==> src/rtl/car_sensor_conditioner.sv <==
// Loop-detector debounce and emergency-request stretcher ahead of the traffic-light controller.
// Define STUCK_DETECT_EN to add the sticky stuck-sensor detector (STUCK_CYCLES / STUCK_W parameters).
module car_sensor_conditioner #(
   parameter int unsigned DEBOUNCE_CYCLES  = 4,
   parameter int unsigned HOLD_CYCLES      = 8,
   parameter int unsigned EMERG_MIN_CYCLES = 16,
   parameter int unsigned CNT_W            = 5
`ifdef STUCK_DETECT_EN
   ,
   parameter int unsigned STUCK_CYCLES     = 200,
   parameter int unsigned STUCK_W          = 8
`endif
) (
   input  logic clk,
   input  logic rst,
   input  logic raw_car,
   input  logic raw_emerg,
   output logic car_present,
   output logic emergeny,
   output logic sensor_fault
);

   localparam logic [CNT_W-1:0] DEB_LAST  = CNT_W'(DEBOUNCE_CYCLES - 1);
   localparam logic [CNT_W-1:0] HOLD_LAST = CNT_W'(HOLD_CYCLES - 1);
   localparam logic [CNT_W-1:0] EMIN      = CNT_W'(EMERG_MIN_CYCLES);

   typedef enum logic [1:0] {IDLE, ARMING, PRESENT, HOLD} car_state_e;
   typedef enum logic {E_IDLE, E_ACTIVE} em_state_e;

   logic car_meta_q, car_sync_q, emerg_meta_q, emerg_sync_q;
   logic sc, se;

   car_state_e       state_q, state_d;
   logic [CNT_W-1:0] cnt_q, cnt_d;
   em_state_e        estate_q, estate_d;
   logic [CNT_W-1:0] ecnt_q, ecnt_d;
   logic             car_fsm;

   always_ff @(posedge clk or posedge rst) begin
      if (rst) begin
         car_meta_q   <= 1'b0;
         car_sync_q   <= 1'b0;
         emerg_meta_q <= 1'b0;
         emerg_sync_q <= 1'b0;
      end else begin
         car_meta_q   <= raw_car;
         car_sync_q   <= car_meta_q;
         emerg_meta_q <= raw_emerg;
         emerg_sync_q <= emerg_meta_q;
      end
   end

   assign sc = car_sync_q;
   assign se = emerg_sync_q;

   // Car FSM: state register
   always_ff @(posedge clk or posedge rst) begin
      if (rst) begin
         state_q <= IDLE;
         cnt_q   <= '0;
      end else begin
         state_q <= state_d;
         cnt_q   <= cnt_d;
      end
   end

   // Car FSM: next state
   always_comb begin
      state_d = state_q;
      cnt_d   = cnt_q;
      unique case (state_q)
         IDLE: begin
            if (sc) begin
               cnt_d   = CNT_W'(1);
               state_d = (DEBOUNCE_CYCLES == 1) ? PRESENT : ARMING;
            end
         end
         ARMING: begin
            if (!sc) begin
               state_d = IDLE;
               cnt_d   = '0;
            end else if (cnt_q == DEB_LAST) begin
               state_d = PRESENT;
            end else begin
               cnt_d = cnt_q + 1'b1;
            end
         end
         PRESENT: begin
            if (!sc) begin
               cnt_d   = CNT_W'(1);
               state_d = (HOLD_CYCLES == 1) ? IDLE : HOLD;
            end
         end
         HOLD: begin
            if (sc) begin
               state_d = PRESENT;
               cnt_d   = '0;
            end else if (cnt_q == HOLD_LAST) begin
               state_d = IDLE;
            end else begin
               cnt_d = cnt_q + 1'b1;
            end
         end
         default: begin
            state_d = IDLE;
            cnt_d   = '0;
         end
      endcase
   end

   // Car FSM: output decode
   always_comb begin
      car_fsm = (state_q == PRESENT) || (state_q == HOLD);
   end

   // Emergency FSM: state register
   always_ff @(posedge clk or posedge rst) begin
      if (rst) begin
         estate_q <= E_IDLE;
         ecnt_q   <= '0;
      end else begin
         estate_q <= estate_d;
         ecnt_q   <= ecnt_d;
      end
   end

   // Emergency FSM: next state; ecnt saturates at the minimum on-time
   always_comb begin
      estate_d = estate_q;
      ecnt_d   = ecnt_q;
      unique case (estate_q)
         E_IDLE: begin
            if (se) begin
               estate_d = E_ACTIVE;
               ecnt_d   = CNT_W'(1);
            end
         end
         E_ACTIVE: begin
            if (ecnt_q == EMIN && !se) begin
               estate_d = E_IDLE;
            end else if (ecnt_q != EMIN) begin
               ecnt_d = ecnt_q + 1'b1;
            end
         end
         default: begin
            estate_d = E_IDLE;
            ecnt_d   = '0;
         end
      endcase
   end

   // Emergency FSM: output decode
   always_comb begin
      emergeny = (estate_q == E_ACTIVE);
   end

`ifdef STUCK_DETECT_EN
   localparam logic [STUCK_W-1:0] STUCK_MAX = STUCK_W'(STUCK_CYCLES);

   logic [STUCK_W-1:0] stuck_q, stuck_d;
   logic               fault_q, fault_d;

   always_comb begin
      stuck_d = stuck_q;
      if (!sc) begin
         stuck_d = '0;
      end else if (stuck_q != STUCK_MAX) begin
         stuck_d = stuck_q + 1'b1;
      end
      fault_d = fault_q | (stuck_d == STUCK_MAX);
   end

   always_ff @(posedge clk or posedge rst) begin
      if (rst) begin
         stuck_q <= '0;
         fault_q <= 1'b0;
      end else begin
         stuck_q <= stuck_d;
         fault_q <= fault_d;
      end
   end

   // A stuck loop forces car_present so both roads keep alternating on the long timer
   always_comb begin
      car_present  = car_fsm | fault_q;
      sensor_fault = fault_q;
   end
`else
   always_comb begin
      car_present  = car_fsm;
      sensor_fault = 1'b0;
   end
`endif

endmodule
==> config.mk <==
export PLATFORM = sky130hd
export DESIGN_NAME = car_sensor_conditioner
export DESIGN_NICKNAME = d
export VERILOG_FILES = /design/src/rtl/car_sensor_conditioner.sv
export SDC_FILE = /design/constraint.sdc
export NUM_CORES = 1
export LEC_CHECK = 0
export ABC_CLOCK_PERIOD_IN_PS = 2370
export BUFFER_PORTS_ARGS = -buffer_cell sky130_fd_sc_hd__buf_2
export CELL_PAD_IN_SITES_DETAIL_PLACEMENT = 0
export CELL_PAD_IN_SITES_GLOBAL_PLACEMENT = 2
export CORE_UTILIZATION = 38
export DETAILED_ROUTE_END_ITERATION = 10
export GPL_TIMING_DRIVEN = 0
export PLACE_DENSITY_LB_ADDON = 0.1
export REMOVE_ABC_BUFFERS = 1
export SLEW_MARGIN = 20
export SYNTH_ARGS = -nofsm -noshare
export SYNTH_HDL_FRONTEND = slang
export SYNTH_SLANG_ARGS = --single-unit
==> constraint.sdc <==
create_clock -name clk -period 2.37 [get_ports clk]
set_input_delay 0.1185 -clock clk [delete_from_list [all_inputs] [get_ports clk]]
set_output_delay 0.1185 -clock clk [all_outputs]
set_load 0.005 [all_outputs]
# == Word level (Yosys, flattened, before mapping) ==
# Cells that the tools add are included.
# totals
ff_bits,17
latchBits,0
ram_bits,0
romBits,0
inputBits,4
wordCells,55
mem_count,0
# op_classes
addsub,2
multipliers,0
div_mod_pow,0
n_lt_le_gt_ge,0
n_eq_ne,16
n_shift,0
mux,21
bitwise,1
n_reduce_logical,7
# ops
op,n
5-bit 2-to-1 mux,9
5-bit case mux with 4 select lines,1
2-bit 2-to-1 mux,6
"3-bit != test, second input constant",4
"5-bit by 1-bit adder with 5-bit output, second input constant",2
5-bit case mux with 2 select lines,1
"2-bit != test, second input constant",4
2-bit case mux with 4 select lines,1
4-bit AND reduction,2
"5-bit by 2-bit equality test with 1-bit output, second input constant",1
"5-bit by 3-bit equality test with 1-bit output, second input constant",1
"5-bit equality test, second input constant",1
"5-bit != test, second input constant",1
"2-bit equality test, second input constant",2
3-bit AND reduction,1
"2-bit by 1-bit equality test with 1-bit output, second input constant",1
2-bit zero test,1
1-bit 2-to-1 mux,2
"2-bit by 1-bit != test with 1-bit output, second input constant",1
1-bit case mux with 2 select lines,1
1-bit logical AND,1
1-bit zero test,1
1-bit logical OR,1
1-bit NOT,1

# == Longest topological paths before layout ==
# Gate-level depths: netlist (run 1).
# depth
word_depth,4
ltp_mapped,6

# == Worst setup path after synthesis (run 1) ==
# OpenSTA, ideal clock, no wires.
# synth_timing
kind,register to register
startpoint,reg cnt_q[0]
endpoint,reg cnt_q[4]
arrival_ns,1.541
t_required_ns,2.244
path_slack_ns,0.703
stages_incl_launch_ff,6
period_less_slack_ns,1.667
path_cell_list,dfrtp_1 ha_1 nor4bb_4 a311oi_4 nor2_4 a221o_1
# synth_between
elab_chain_len,4
word_cells_on_any_way,11
classes_between,add/sub: 1; eq/ne: 4; mux: 5; reduce/logical: 1
# synth_rtl
element,line,text
start: declaration,34,"logic [CNT_W-1:0] cnt_q, cnt_d;"
start signal: assignment,63,cnt_q <= cnt_d;
5-bit by 1-bit adder with 5-bit output,"85, 101",
5-bit 2-to-1 mux (on tied branches),"98, 82",
5-bit 2-to-1 mux (on tied branches),"95, 79",
5-bit case mux with 4 select lines,71,unique case (state_q)
# Parallel ways exist; a longest one is shown, timed or not. The select of a mux whose other input is x is not followed.
# A chain may end at the register's enable or synchronous reset.

# == Final worst setup path (run 1) ==
# layout_timing
startpoint,reg cnt_q[0]
endpoint,reg cnt_q[0]
# Same word-level chain as after synthesis.

==> impl_metrics.tcl, run 1 <==
set metrics [dict create \
    status "finished clean" \
    track_usage_pct 13.69 \
    grt_pass1_wl_mm 2.553 \
    synthCells 83 \
    p_per_area_mw_per_mm2 774.3 \
    gr-total-overflow 0 \
    cts_max_level 1 \
    arrival_ns 2.03 \
    min_from "emerg_meta_q$_DFF_PP0_" \
    worstPathRequired_ns 2.55 \
    cts_max_path_buffers 2 \
    multi_input_area_sq_um 430.4 \
    die_h_microns 50.83 \
    drt-total-wl_mm 1.393 \
    stdcell_area_sq_um 994.7 \
    ys_warn_count 0 \
    regArea_sq_um 425.4 \
    syn_avg_cell_area_sq_um 10.91 \
    setup_viol 0 \
    rsz0062_at_grt "false" \
    yosys.area.top_type_share_pct 46.96 \
    min_period_ns 1.843 \
    stdcell_count 118 \
    path_class "flip-flop to flip-flop" \
    clk_pin_slew_ns 0.11 \
    utilization_pct 44.54 \
    seq_area_frac_synth_pct 46.96 \
    ant_nets 0 \
    rr_startpoint "cnt_q[0]$_DFFE_PP0P_" \
    routed-via-count 589 \
    die_x_microns 50.83 \
    gp_congestion 0.7280 \
    viasPerCell 4.992 \
    grt_max_degree 18 \
    period_share_pct 77.75 \
    io_pins 7 \
    fin_tns_setup_ns 0 \
    post_cts_resized 0 \
    hold_viol_final 0 \
    clock_sinks 17 \
    drive_above_1_share_pct 15.56 \
    io_buffers 5 \
    cp-end-kind "flip-flop" \
    initial_core_util_pct 40.56 \
    p_leak_nw 0.4265 \
    fin_skew_ns 0.01200 \
    nFillCells 233 \
    holdBufCountCts 3 \
    min_path_type "flip-flop to flip-flop" \
    grt_pass1_vias 559 \
    startpoint_type "flip-flop" \
    dp_cells 111 \
    antenna_found_initial 0 \
    regToRegSetupSlack_ns 0.53 \
    cts_setup_buffers 0 \
    drt-wirelength-per-cell_microns 11.81 \
    worst_pin_slew_ns 0.6391 \
    cts_buffers 3 \
    synth_area_sq_um 905.9 \
    yosysTopAreaCell "dfrtp_1" \
    total_power_mw 0.7702 \
    initialDrtViolationCount 7 \
    ff2ff_path_depth 5 \
    drt_pass1_iterations 3 \
    hold_end "emerg_sync_q$_DFF_PP0_" \
    ys_seq_elements 17 \
    dieArea_sq_mm 0.002583 \
    max_freq_ghz 0.5427 \
    drv_cap 0 \
    hold_depth 0 \
    rows 17 \
    placed_area_sq_um 934.6 \
    final_nets 98 \
    core_sq_mm 0.002233 \
    ys_top_cells_by_area "dfrtp_1 (47%), ha_1 (4.1%), nand3_1 (3.9%), o21ai_0 (3.9%), xnor2_1 (3.9%)" \
    reg2reg_to "cnt_q[0]$_DFFE_PP0P_" \
    slew-limit-headroom_pct 57.35 \
    drc_errors 0 \
    crit_fanout 7 \
    yosysUniqueCellTypes 33 \
    peakVddDrop_v 0.0005475 \
    area_delta_synth_final_pct 9.807 \
    hpwl_microns 993 \
    antenna_cells 0 \
    slew_viol_final 0 \
    clk_latency_ns 0.29 \
    cts_tree "yes" \
    root_buffer "clkbuf_4" \
]
## power by group
| part | internal [mW] | leakage (nW) | switching [mW] |
|---|---|---|---|
| Combinational | 0.113 | 0.211 | 0.0971 |
| Sequential | 0.349 | 0.201 | 0.0542 |
| Clock | 0.0641 | 0.0139 | 0.0926 |
## registers in the layout (all words and copies together) (netlist names), named ones only
| name | cells |
|---|---|
| state_q | 1 |
| emerg_meta_q | 1 |
| ecnt_q | 5 |
| car_sync_q | 1 |
| emergeny | 1 |
| car_meta_q | 1 |
| cnt_q | 5 |
| emerg_sync_q | 1 |
## through the flow
step	setup WS (ns)	hold slack, ns
floorplan	0.7027	0.04457
global placement	0.5500	0.2248
detailed placement	0.5445	0.2282
CTS	0.5255	0.3617
global route	0.4274	0.3806
finish	0.5273	0.3593
## cell families after synthesis
family,share of synthesized area (%)
AOI/OAI and AO/OA,14.50
xor gates and xnor gates,3.867
adders and majority gates,4.144
buffers and inverters,5.525
DFF,46.96
muxes,2.486
other,0.4140
and+or+nand+nor,22.10
## worst max-delay path by stage
stage,endpoint,startpoint,cells past startpoint
floorplan,cnt_q[4]$_DFFE_PP0P_,cnt_q[0]$_DFFE_PP0P_,5
global placement,cnt_q[0]$_DFFE_PP0P_,cnt_q[0]$_DFFE_PP0P_,5
detailed placement,cnt_q[0]$_DFFE_PP0P_,cnt_q[0]$_DFFE_PP0P_,5
CTS,cnt_q[0]$_DFFE_PP0P_,cnt_q[0]$_DFFE_PP0P_,5
global route,cnt_q[0]$_DFFE_PP0P_,cnt_q[0]$_DFFE_PP0P_,5
finish,cnt_q[0]$_DFFE_PP0P_,cnt_q[0]$_DFFE_PP0P_,5
## cells in the final DEF (no fill, tap or decap), drive strengths merged
master       count
and3             1
o22ai            2
nand4bb          2
a21oi            2
and4bb           1
nand2            4
xnor2            4
ha               3
clkbuf           3
nor4b            1
dfrtp           17
nor2b            1
nor2             4
mux2             2
a311oi           1
nand3b           2
o311a            1
o21ai            7
nand3            7
a22o             2
a221o            1
dlygate4sd3      3
inv              5
buf              5
nor4bb           1
and2             1
a21bo            1
conb             1
nand4            1
nand2b           3
clkinvlp         1
## routing by layer
layer  up-vias  GRT usage [%]  share of wire (%)
li1        308              -                  -
met1       271          18.98                 55
met2         8          19.56                 42
met3         2          6.250                2.3
met4         0          2.778               0.93
met5         -              0                  0
## area by class of cell
| class | count | share of cell area (%) |
|---|---|---|
| clock buffers | 3 | 2.264 |
| clock inverters | 1 | 0.7547 |
| multi-input cells | 56 | 43.27 |
| flip-flops and latches | 17 | 42.77 |
| inverters | 5 | 1.887 |
| well taps | 28 | 3.522 |
| repair buffers | 8 | 5.535 |
## cells in the mapped netlist
cell	number
dfrtp_1	17
nand3_1	7
o21ai_0	7
inv_1	5
nand2_1	4
xnor2_1	4
ha_1	3
nand2b_1	3
nor2_1	3
a21oi_1	2
a22o_1	2
clkbuf_1	2
nand3b_1	2
nand4bb_1	2
o22ai_1	2
a21bo_1	1
a221o_1	1
a311oi_4	1
and2_1	1
and3_1	1
and4bb_2	1
buf_2	1
buf_4	1
buf_6	1
conb_1	1
mux2_1	1
mux2_2	1
nand4_1	1
nor2_4	1
nor2b_1	1
nor4b_1	1
nor4bb_4	1
o311a_1	1
## worst max-delay path, cell delays in order (launching register included)
cell	delay (ns)
dfrtp_1	0.41
ha_1	0.29
nor4bb_4	0.36
a311oi_4	0.15
nor2_4	0.19
mux2_1	0.34
Note: power is estimated with default switching activity, not from simulation.
==> run 2: changes to the inputs <==
--- a/config.mk
+++ b/config.mk
@@ -5,11 +5,11 @@
 export SDC_FILE = /design/constraint.sdc
 export NUM_CORES = 1
 export LEC_CHECK = 0
-export ABC_CLOCK_PERIOD_IN_PS = 2370
+export ABC_CLOCK_PERIOD_IN_PS = 1600
 export BUFFER_PORTS_ARGS = -buffer_cell sky130_fd_sc_hd__buf_2
 export CELL_PAD_IN_SITES_DETAIL_PLACEMENT = 0
 export CELL_PAD_IN_SITES_GLOBAL_PLACEMENT = 2
-export CORE_UTILIZATION = 38
+export CORE_UTILIZATION = 34
 export DETAILED_ROUTE_END_ITERATION = 10
 export GPL_TIMING_DRIVEN = 0
 export PLACE_DENSITY_LB_ADDON = 0.1
==> constraint.sdc (replaced) <==
create_clock -name clk -period 1.6 [get_ports clk]
set_input_delay 0.08 -clock clk [delete_from_list [all_inputs] [get_ports clk]]
set_output_delay 0.08 -clock clk [all_outputs]
set_load 0.005 [all_outputs]
==> impl_metrics.tcl, run 2 (synthesis gave the netlist of run 1 again) <==
set metrics [dict create \
    initialDrtViolationCount 9 \
    switching_power_mw 0.3863 \
    cts_max_path_buffers 2 \
    drt_pass1_iterations 3 \
    drive_above_1_share_pct 34.00 \
    cts_buffers 3 \
    die_x_microns 53.62 \
    fin_ws_ns -0.07589 \
    min_path_type "flip-flop to flip-flop" \
    clk_pin_slew_ns 0.10 \
    crit_start "cnt_q[0]$_DFFE_PP0P_" \
    dieArea_sq_mm 0.002875 \
    stdcell_count 130 \
    max_stage_delay_ns 0.43 \
    clock_sinks 17 \
    setup_viol 3 \
    min_from "emerg_meta_q$_DFF_PP0_" \
    clk_latency_ns 0.29 \
    area_delta_synth_final_pct 25.69 \
    antenna_cells 0 \
    final_nets 108 \
    grt_pass1_wl_mm 2.904 \
    cts_tree "yes" \
    gr-total-overflow 0 \
    antenna_found_initial 0 \
    drt-wirelength-per-cell_microns 12.83 \
    hpwl_mm 1.027 \
    cts_max_level 1 \
    placed_area_sq_um 937.1 \
    biggestRegsByFlops "cnt_q x5, ecnt_q x5" \
    slew_viol_final 0 \
    p_sw_share_pct 31.95 \
    io_pins 7 \
    peakVddDrop_v 0.0007785 \
    hold_viol_final 0 \
    p_int_mw 0.8229 \
    slowest_stage "dfrtp_1" \
    path_class "flip-flop to flip-flop" \
    multi_input_area_sq_um 469.2 \
    status "finished, violations left" \
    pwr-share-seq_pct 49.8 \
    stdcell_area_sq_mm 0.001139 \
    total_power_mw 1.209 \
    cp-end-kind "flip-flop" \
    core_sq_mm 0.002500 \
    fin_tns_setup_ns -0.1513 \
    grt_max_degree 18 \
    startpoint_type "flip-flop" \
    violations "negative setup slack" \
    initial_core_util_pct 36.24 \
    combPwrFrac_pct 30.9 \
    fin_skew_ns 0.005983 \
    track_usage_pct 14.49 \
    min_period_ns 1.676 \
    drt-total-wl_mm 1.668 \
    final_common_cell "dfrtp_1" \
    worst_pin_slew_ns 0.6327 \
    arrival_ns 1.86 \
    reg2reg_to "cnt_q[4]$_DFFE_PP0P_" \
    path_cells "ha_4 > nor4bb_4 > a311oi_4 > nor2_4 > buf_12 > a221o_1" \
    utilization_pct 45.55 \
    rows 18 \
    crit_fanout 6 \
    hold_ws_ns 0.3585 \
    rsz0062_at_grt "true" \
    crit_family "compound AO/OA/AOI/OAI gates" \
    die_h_microns 53.62 \
    clkPwrFrac_pct 19.4 \
    p_leak_nw 0.4899 \
    max_freq_ghz 0.5967 \
    regArea_sq_um 429.2 \
    mostFrequentLayoutCells "dfrtp_1 (14), nand3_1 (7), buf_4 (6)" \
    hold_end "emerg_sync_q$_DFF_PP0_" \
    io_buffers 5 \
    ff2ff_path_depth 6 \
    period_share_pct 104.7 \
    post-place-ws_ns -0.2559 \
    dp_cells 113 \
    viasPerCell 4.962 \
    ant_nets 0 \
    worstPathRequired_ns 1.78 \
    drv_cap 0 \
    p_per_area_mw_per_mm2 1062 \
    drc_errors 0 \
    gp_congestion 0.7234 \
    path_buf_inv 1 \
    root_buffer "clkbuf_4" \
    nFillCells 237 \
    rr_startpoint "cnt_q[0]$_DFFE_PP0P_" \
    routed-via-count 645 \
    slew-limit-headroom_pct 57.77 \
    grt_pass1_vias 602 \
    hold_depth 0 \
    regToRegSetupSlack_ns -0.08 \
]
==> run 2: repair_timing <==
item,4_1_cts,5_1_grt
endpoints found under the hold margin,19,0
hold buffers,3,0
gates resized for setup,12,6
pin swaps,5,5
buffers inserted,10,2
endpoints found under the setup margin,5,8
==> run 2: power groups by stage <==
stage | Sequential, mW | Clock (mW) | Combinational (mW)
floorplan | 0.586 | 0 | 0.265
finish | 0.602 | 0.234 | 0.373
global route | 0.610 | 0.263 | 0.430
detailed placement | 0.604 | 0 | 0.314
CTS | 0.598 | 0.248 | 0.368
global placement | 0.607 | 0 | 0.307
==> run 2: worst max-delay path by stage <==
stage                                end  slack (ns)  depth (start not counted)
finish              cnt_q[4]$_DFFE_PP0P_       -0.08                          6
floorplan           cnt_q[4]$_DFFE_PP0P_       -0.07                          5
global placement    cnt_q[0]$_DFFE_PP0P_       -0.23                          5
CTS                 cnt_q[0]$_DFFE_PP0P_       -0.14                          5
global route        cnt_q[0]$_DFFE_PP0P_       -0.12                          5
detailed placement  cnt_q[0]$_DFFE_PP0P_       -0.26                          5
==> run 2: layout make-up <==
type / instances / area share, %
well taps: 30 / 3.297
clock inverters: 1 / 0.6593
clock buffers: 3 / 1.978
repair buffers: 18 / 13.52
inverters: 5 / 1.648
multi-input cells: 56 / 41.21
flip-flops and latches: 17 / 37.69
==> run 2: per-layer routing <==
metal | up-vias | GRT usage [%] | part of all wire (%)
met3 | 2 | 5.932 | 2.5
met4 | 0 | 3.947 | 0.78
met2 | 10 | 20.83 | 44
met5 | - | 0 | 0
li1 | 327 | - | -
met1 | 306 | 19.93 | 53
